<file path="config.mk">
export PLATFORM = sky130hd
export DESIGN_NAME = wb_dual_master_arbiter
export DESIGN_NICKNAME = d
export VERILOG_FILES = /design/src/rtl/wb_dual_master_arbiter.sv
export SDC_FILE = /design/constraint.sdc
export NUM_CORES = 1
export LEC_CHECK = 0
export BUFFER_PORTS_ARGS = -buffer_cell sky130_fd_sc_hd__buf_2
export CORE_AREA = 5 5 106 108
export CTS_CLUSTER_SIZE = 12
export DETAILED_ROUTE_END_ITERATION = 6
export DIE_AREA = 0 0 111 113
export GPL_ROUTABILITY_DRIVEN = 1
export GPL_TIMING_DRIVEN = 0
export MAX_ROUTING_LAYER = met4
export PLACE_DENSITY = 0.62
export SLEW_MARGIN = 20
export SYNTH_ARGS = -nofsm -noshare
export SYNTH_HDL_FRONTEND = slang
export SYNTH_SLANG_ARGS = --single-unit
</file>
<file path="constraint.sdc">
create_clock -name wb_clk -period 4.2 [get_ports wb_clk]
set_input_delay 0.63 -clock wb_clk [delete_from_list [all_inputs] [get_ports wb_clk]]
set_output_delay 0.63 -clock wb_clk [all_outputs]
set_load 0.005 [all_outputs]
</file>
<file path="src/rtl/wb_dual_master_arbiter.sv">
// Round-robin Wishbone classic arbiter letting the ibus (read-only) and dbus
// masters share one slave port, with a bus-timeout watchdog.
module wb_dual_master_arbiter #(
  parameter int TIMEOUT = 1024,
  parameter int TO_W    = (TIMEOUT > 0) ? $clog2(TIMEOUT + 1) : 1
) (
  input  logic        wb_clk,
  input  logic        wb_rst,

  input  logic [31:0] wb_ibus_adr,
  input  logic        wb_ibus_cyc,
  input  logic        wb_ibus_stb,
  output logic [31:0] wb_ibus_rdt,
  output logic        wb_ibus_ack,
  output logic        wb_ibus_err,

  input  logic [31:0] wb_dbus_adr,
  input  logic [31:0] wb_dbus_dat,
  input  logic [3:0]  wb_dbus_sel,
  input  logic        wb_dbus_we,
  input  logic        wb_dbus_cyc,
  input  logic        wb_dbus_stb,
  output logic [31:0] wb_dbus_rdt,
  output logic        wb_dbus_ack,
  output logic        wb_dbus_err,

  output logic [31:0] wb_s_adr,
  output logic [31:0] wb_s_dat,
  output logic [3:0]  wb_s_sel,
  output logic        wb_s_we,
  output logic        wb_s_cyc,
  output logic        wb_s_stb,
  input  logic [31:0] wb_s_rdt,
  input  logic        wb_s_ack,
  input  logic        wb_s_err,

  output logic [1:0]  grant
);

  typedef enum logic [1:0] {
    IDLE  = 2'd0,
    GNT_I = 2'd1,
    GNT_D = 2'd2
  } state_e;

  localparam logic [TO_W-1:0] TO_LAST = (TIMEOUT > 0) ? TO_W'(TIMEOUT - 1) : {TO_W{1'b0}};

  state_e          state_q, state_d;
  logic            last_q, last_d;
  logic [TO_W-1:0] toCnt_q, toCnt_d;

  logic reqI, reqD;
  logic slaveDone, atLimit;
  logic ownCyc, ownStb;
  logic fwdAck, fwdErr, finish;

  assign reqI      = wb_ibus_cyc & wb_ibus_stb;
  assign reqD      = wb_dbus_cyc & wb_dbus_stb;
  assign slaveDone = wb_s_ack | wb_s_err;
  assign atLimit   = (TIMEOUT > 0) && (toCnt_q == TO_LAST);

  always_ff @(posedge wb_clk) begin
    if (wb_rst) begin
      state_q <= IDLE;
      last_q  <= 1'b0;
      toCnt_q <= '0;
    end else begin
      state_q <= state_d;
      last_q  <= last_d;
      toCnt_q <= toCnt_d;
    end
  end

  always_comb begin
    state_d     = state_q;
    last_d      = last_q;
    toCnt_d     = toCnt_q;
    grant       = 2'b00;
    wb_s_adr    = '0;
    wb_s_dat    = '0;
    wb_s_sel    = '0;
    wb_s_we     = 1'b0;
    wb_s_cyc    = 1'b0;
    wb_s_stb    = 1'b0;
    wb_ibus_rdt = '0;
    wb_ibus_ack = 1'b0;
    wb_ibus_err = 1'b0;
    wb_dbus_rdt = '0;
    wb_dbus_ack = 1'b0;
    wb_dbus_err = 1'b0;
    ownCyc      = 1'b0;
    ownStb      = 1'b0;
    fwdAck      = 1'b0;
    fwdErr      = 1'b0;
    finish      = 1'b0;

    unique case (state_q)
      IDLE: begin
        // On a tie the master that did not go last wins.
        if (reqI && reqD) begin
          state_d = last_q ? GNT_I : GNT_D;
        end else if (reqI) begin
          state_d = GNT_I;
        end else if (reqD) begin
          state_d = GNT_D;
        end
      end
      GNT_I: begin
        grant       = 2'b01;
        ownCyc      = wb_ibus_cyc;
        ownStb      = wb_ibus_stb;
        wb_s_adr    = wb_ibus_adr;
        wb_s_sel    = 4'hF;
        wb_ibus_rdt = wb_s_rdt;
      end
      GNT_D: begin
        grant       = 2'b10;
        ownCyc      = wb_dbus_cyc;
        ownStb      = wb_dbus_stb;
        wb_s_adr    = wb_dbus_adr;
        wb_s_dat    = wb_dbus_dat;
        wb_s_sel    = wb_dbus_sel;
        wb_s_we     = wb_dbus_we;
        wb_dbus_rdt = wb_s_rdt;
      end
      default: state_d = IDLE;
    endcase

    if (state_q != IDLE) begin
      // The limit cycle drops cyc from the counter alone, so no slave ack
      // can feed back combinationally into the slave strobe.
      wb_s_cyc = ownCyc & ~atLimit;
      wb_s_stb = ownStb & ~atLimit;
      if (!ownCyc) begin
        finish = 1'b1;
      end else begin
        fwdAck = wb_s_ack;
        fwdErr = wb_s_err | (atLimit & ~slaveDone);
        finish = slaveDone | atLimit;
      end
      if (finish) begin
        state_d = IDLE;
        last_d  = (state_q == GNT_D);
        toCnt_d = '0;
      end else if (TIMEOUT > 0) begin
        toCnt_d = toCnt_q + 1'b1;
      end
    end

    wb_ibus_ack = fwdAck & (state_q == GNT_I);
    wb_ibus_err = fwdErr & (state_q == GNT_I);
    wb_dbus_ack = fwdAck & (state_q == GNT_D);
    wb_dbus_err = fwdErr & (state_q == GNT_D);
  end

endmodule

</file>
==> results.md <==
* Status: complete, no violations
* Synth top area share at 29.2%
* Largest net degree at the start of global routing at 11
* Sequential cell area fraction in the yosys report at 13.3%
* H-tree levels at 1
* Port Buffers at 280
* Clock skew at 0.00354 ns
* Finish-stage setup viols at 0
* Slew @ Worst Pin at 0.589 ns
* Synth area leader: and2_1
* Die Wd at 111 µm
* VDD IR max at 0.143 mV
* Power Dens Cells at 167 nW/µm²
* Count leader, synth: and2_1
* Full die area at 12500 µm²
* Final Cycle Share at 71.7%
* Routed WL per cell at 16.3 µm
* Switching Share at 37.7%
* Post-synth EDFFs at 0
* Area growth, synth to finish at 77.4%
* Clock insertion delay at the later pin of the skew report at 0.25 ns
* Clk sinks at 14
* Layout cell share with drive strength beyond 1 at 50.6%
* Die Y at 113 µm
* Max-Cap Viols at 0
* Clock power share at 21.8%
* Area occupied by multi-input gates at 1700 µm²
* Reg area at 280 µm²
* Library cells used by synthesis at 39
* CTS Hold Bufs at 0
* CTS max path bufs at 2
* Flop pwr share at 22.1%
* GPL Wtd Cong at 0.959
* Min Hold Slack at 0.477 ns
* DR iter-0 viols at 182
* Core ar. at 10100 µm²
* CP Max Fanout at 10
* Worst setup EP type: output port
* Flop-to-flop setup slack at 2.26 ns
* Synthesis warning total at 0
* Setup Crit Path Kind: flop to output port
* Synth area leaders: and2_1 (29%), dfxtp_1 (13%), a22oi_1 (12%), nor2b_1 (11%), clkbuf_1 (4.3%)
* Most frequent cells after synthesis: and2_1 (98), nor2b_1 (37), a22oi_1 (33)
* Setup_tns at 0 ns
* RSZ-0062 raised after global routing: no
* Ys flop type: dfxtp_1
* Vias/cell at 4.49
* Post-route DRC at 0
* Fin. Hold Viols at 0
* CTS Buf Count at 3
* Post-synthesis register bit count at 14
* Cell count after synthesis at 299
* Leakage Power at 2.06 nW
* Dpl cells at 715
* Initial antenna violation count at 0
* NumNets Final at 731
* Hpwl dp at 10200 µm
* Total GRT Usage at 17.7%
* Syn Nets at 446
* Ant. Diodes at 0
* I/O pin total at 282
* Worst EP required at 3.57 ns
* CTS resizes at 0
* Number of nets with antenna violations after routing at 0
* Mean post-synth cell area at 7.03 µm²
* Vias in the first global route at 3296
* DR vias at 3228
* Logic pwr share at 56.1%
* Total congestion overflow at 0
* First drt pass iteration count at 4
* CTS tree: done
* Total wire length at 11700 µm
* Mapped cell area at 2100 µm²
* Setup bufs post-CTS at 0
* Clk slew on worst S/H paths at 0.06 ns
* Power Total at 0.622 mW
* Starting density of the core at 20.7%
* Clk root buf: clkbuf_8
* Ys async rst share at 0%
* Cell Count, Final, Fillers Out at 719
* Post-layout minimum cycle time at 3.01 ns
* Fill cell total of the finished layout at 1102
* Num rows at 37
* CP arrival at 2.38 ns
* Power Internal at 0.387 mW
* Hold/Removal Path Class: flop to flop
* Max-slew violation count at 0
* P_sw at 0.234 mW
* First-pass GRT wire length at 17700 µm
* Rel. slew slack at 60.8%
* Crit start category: flop
* Achievable Freq at 0.332 GHz
-- power groups by stage --
stage / Combinational, mW / Sequential, mW / Clock [mW]
detailed placement: 0.350 / 0.140 / 0
global route: 0.386 / 0.138 / 0.143
CTS: 0.351 / 0.138 / 0.137
finish: 0.349 / 0.138 / 0.135
global placement: 0.344 / 0.140 / 0
floorplan: 0.169 / 0.140 / 0
-- layer usage --
layer	wire length (µm)	up-vias	track usage (%)
met5	0	-	-
met4	252	0	3.37
met3	670	17	2.57
met2	5980	127	31.0
met1	4820	1493	21.7
li1	-	1591	-
-- cell usage in the layout (no fill, tap or decap), drive strengths merged, types with 3 or more instances in the layout --
master    n
nand4     6
and2     98
a21oi    10
nor2b    37
nor3      8
dfxtp    14
ha        6
clkbuf   28
nor3b     3
nand3     7
buf     285
nor2      7
a31oi     3
xnor2     3
o21ai     3
nand2    10
and3      3
a22oi    34
-- cells by family (layout without fill, tap and decap cells) --
family                     Yosys count  after routing  share of synthesized area, %
adders and majority gates            6              6                          3.57
DFF                                 14             14                          13.3
muxes                                2              2                          1.01
xor gates and xnor gates             3              3                          1.25
AOI/OAI and AO/OA                   55             55                          19.0
buffers and inverters               31            315                          6.01
and+or+nand+nor                    188            188                          55.8
-- state kept, by name, summed over array words and instances (netlist names) --
register,flops
last_q,1
state_q,2
toCnt_q,11
-- cell type report --
type                    count  area share [%]
multi-input cells         254            45.5
inverters                   2           0.201
plain buffers              29            3.19
clock buffers               4            1.48
well taps                 136            4.56
flip-flops and latches     14            7.52
repair buffers            280            37.6
-- through the flow --
step / utilization [%] / area, µm² / worst slack [ns]
3_5_place_dp: 36.2 / 3670 / 1.37
6_report: 36.8 / 3730 / 1.19
5_1_grt: 36.8 / 3730 / 0.886
2_1_floorplan: - / 2100 / 2.11
3_3_place_gp: 36.2 / 3670 / 1.44
4_1_cts: 36.8 / 3730 / 1.10
-- worst paths after layout --
| path | from | endpoint | depth (start not counted) |
|---|---|---|---|
| setup / recovery | state_q[0]$_SDFF_PP0_ | wb_s_dat[25] | 7 |
| hold / removal | toCnt_q[10]$_SDFFE_PP0N_ | toCnt_q[10]$_SDFFE_PP0N_ | 1 |
| setup reg to reg | state_q[1]$_SDFF_PP0_ | toCnt_q[9]$_SDFFE_PP0N_ | 6 |
| hold reg to reg | toCnt_q[10]$_SDFFE_PP0N_ | toCnt_q[10]$_SDFFE_PP0N_ | 1 |
-- worst max-delay path: stages (launching register included) --
cell      delay, ns
dfxtp_1        0.32
inv_1          0.14
ha_1           0.17
clkbuf_1       0.31
clkbuf_1       0.51
clkbuf_1       0.35
and2_1         0.19
buf_2          0.12
(Power assumes the default switching activity.)
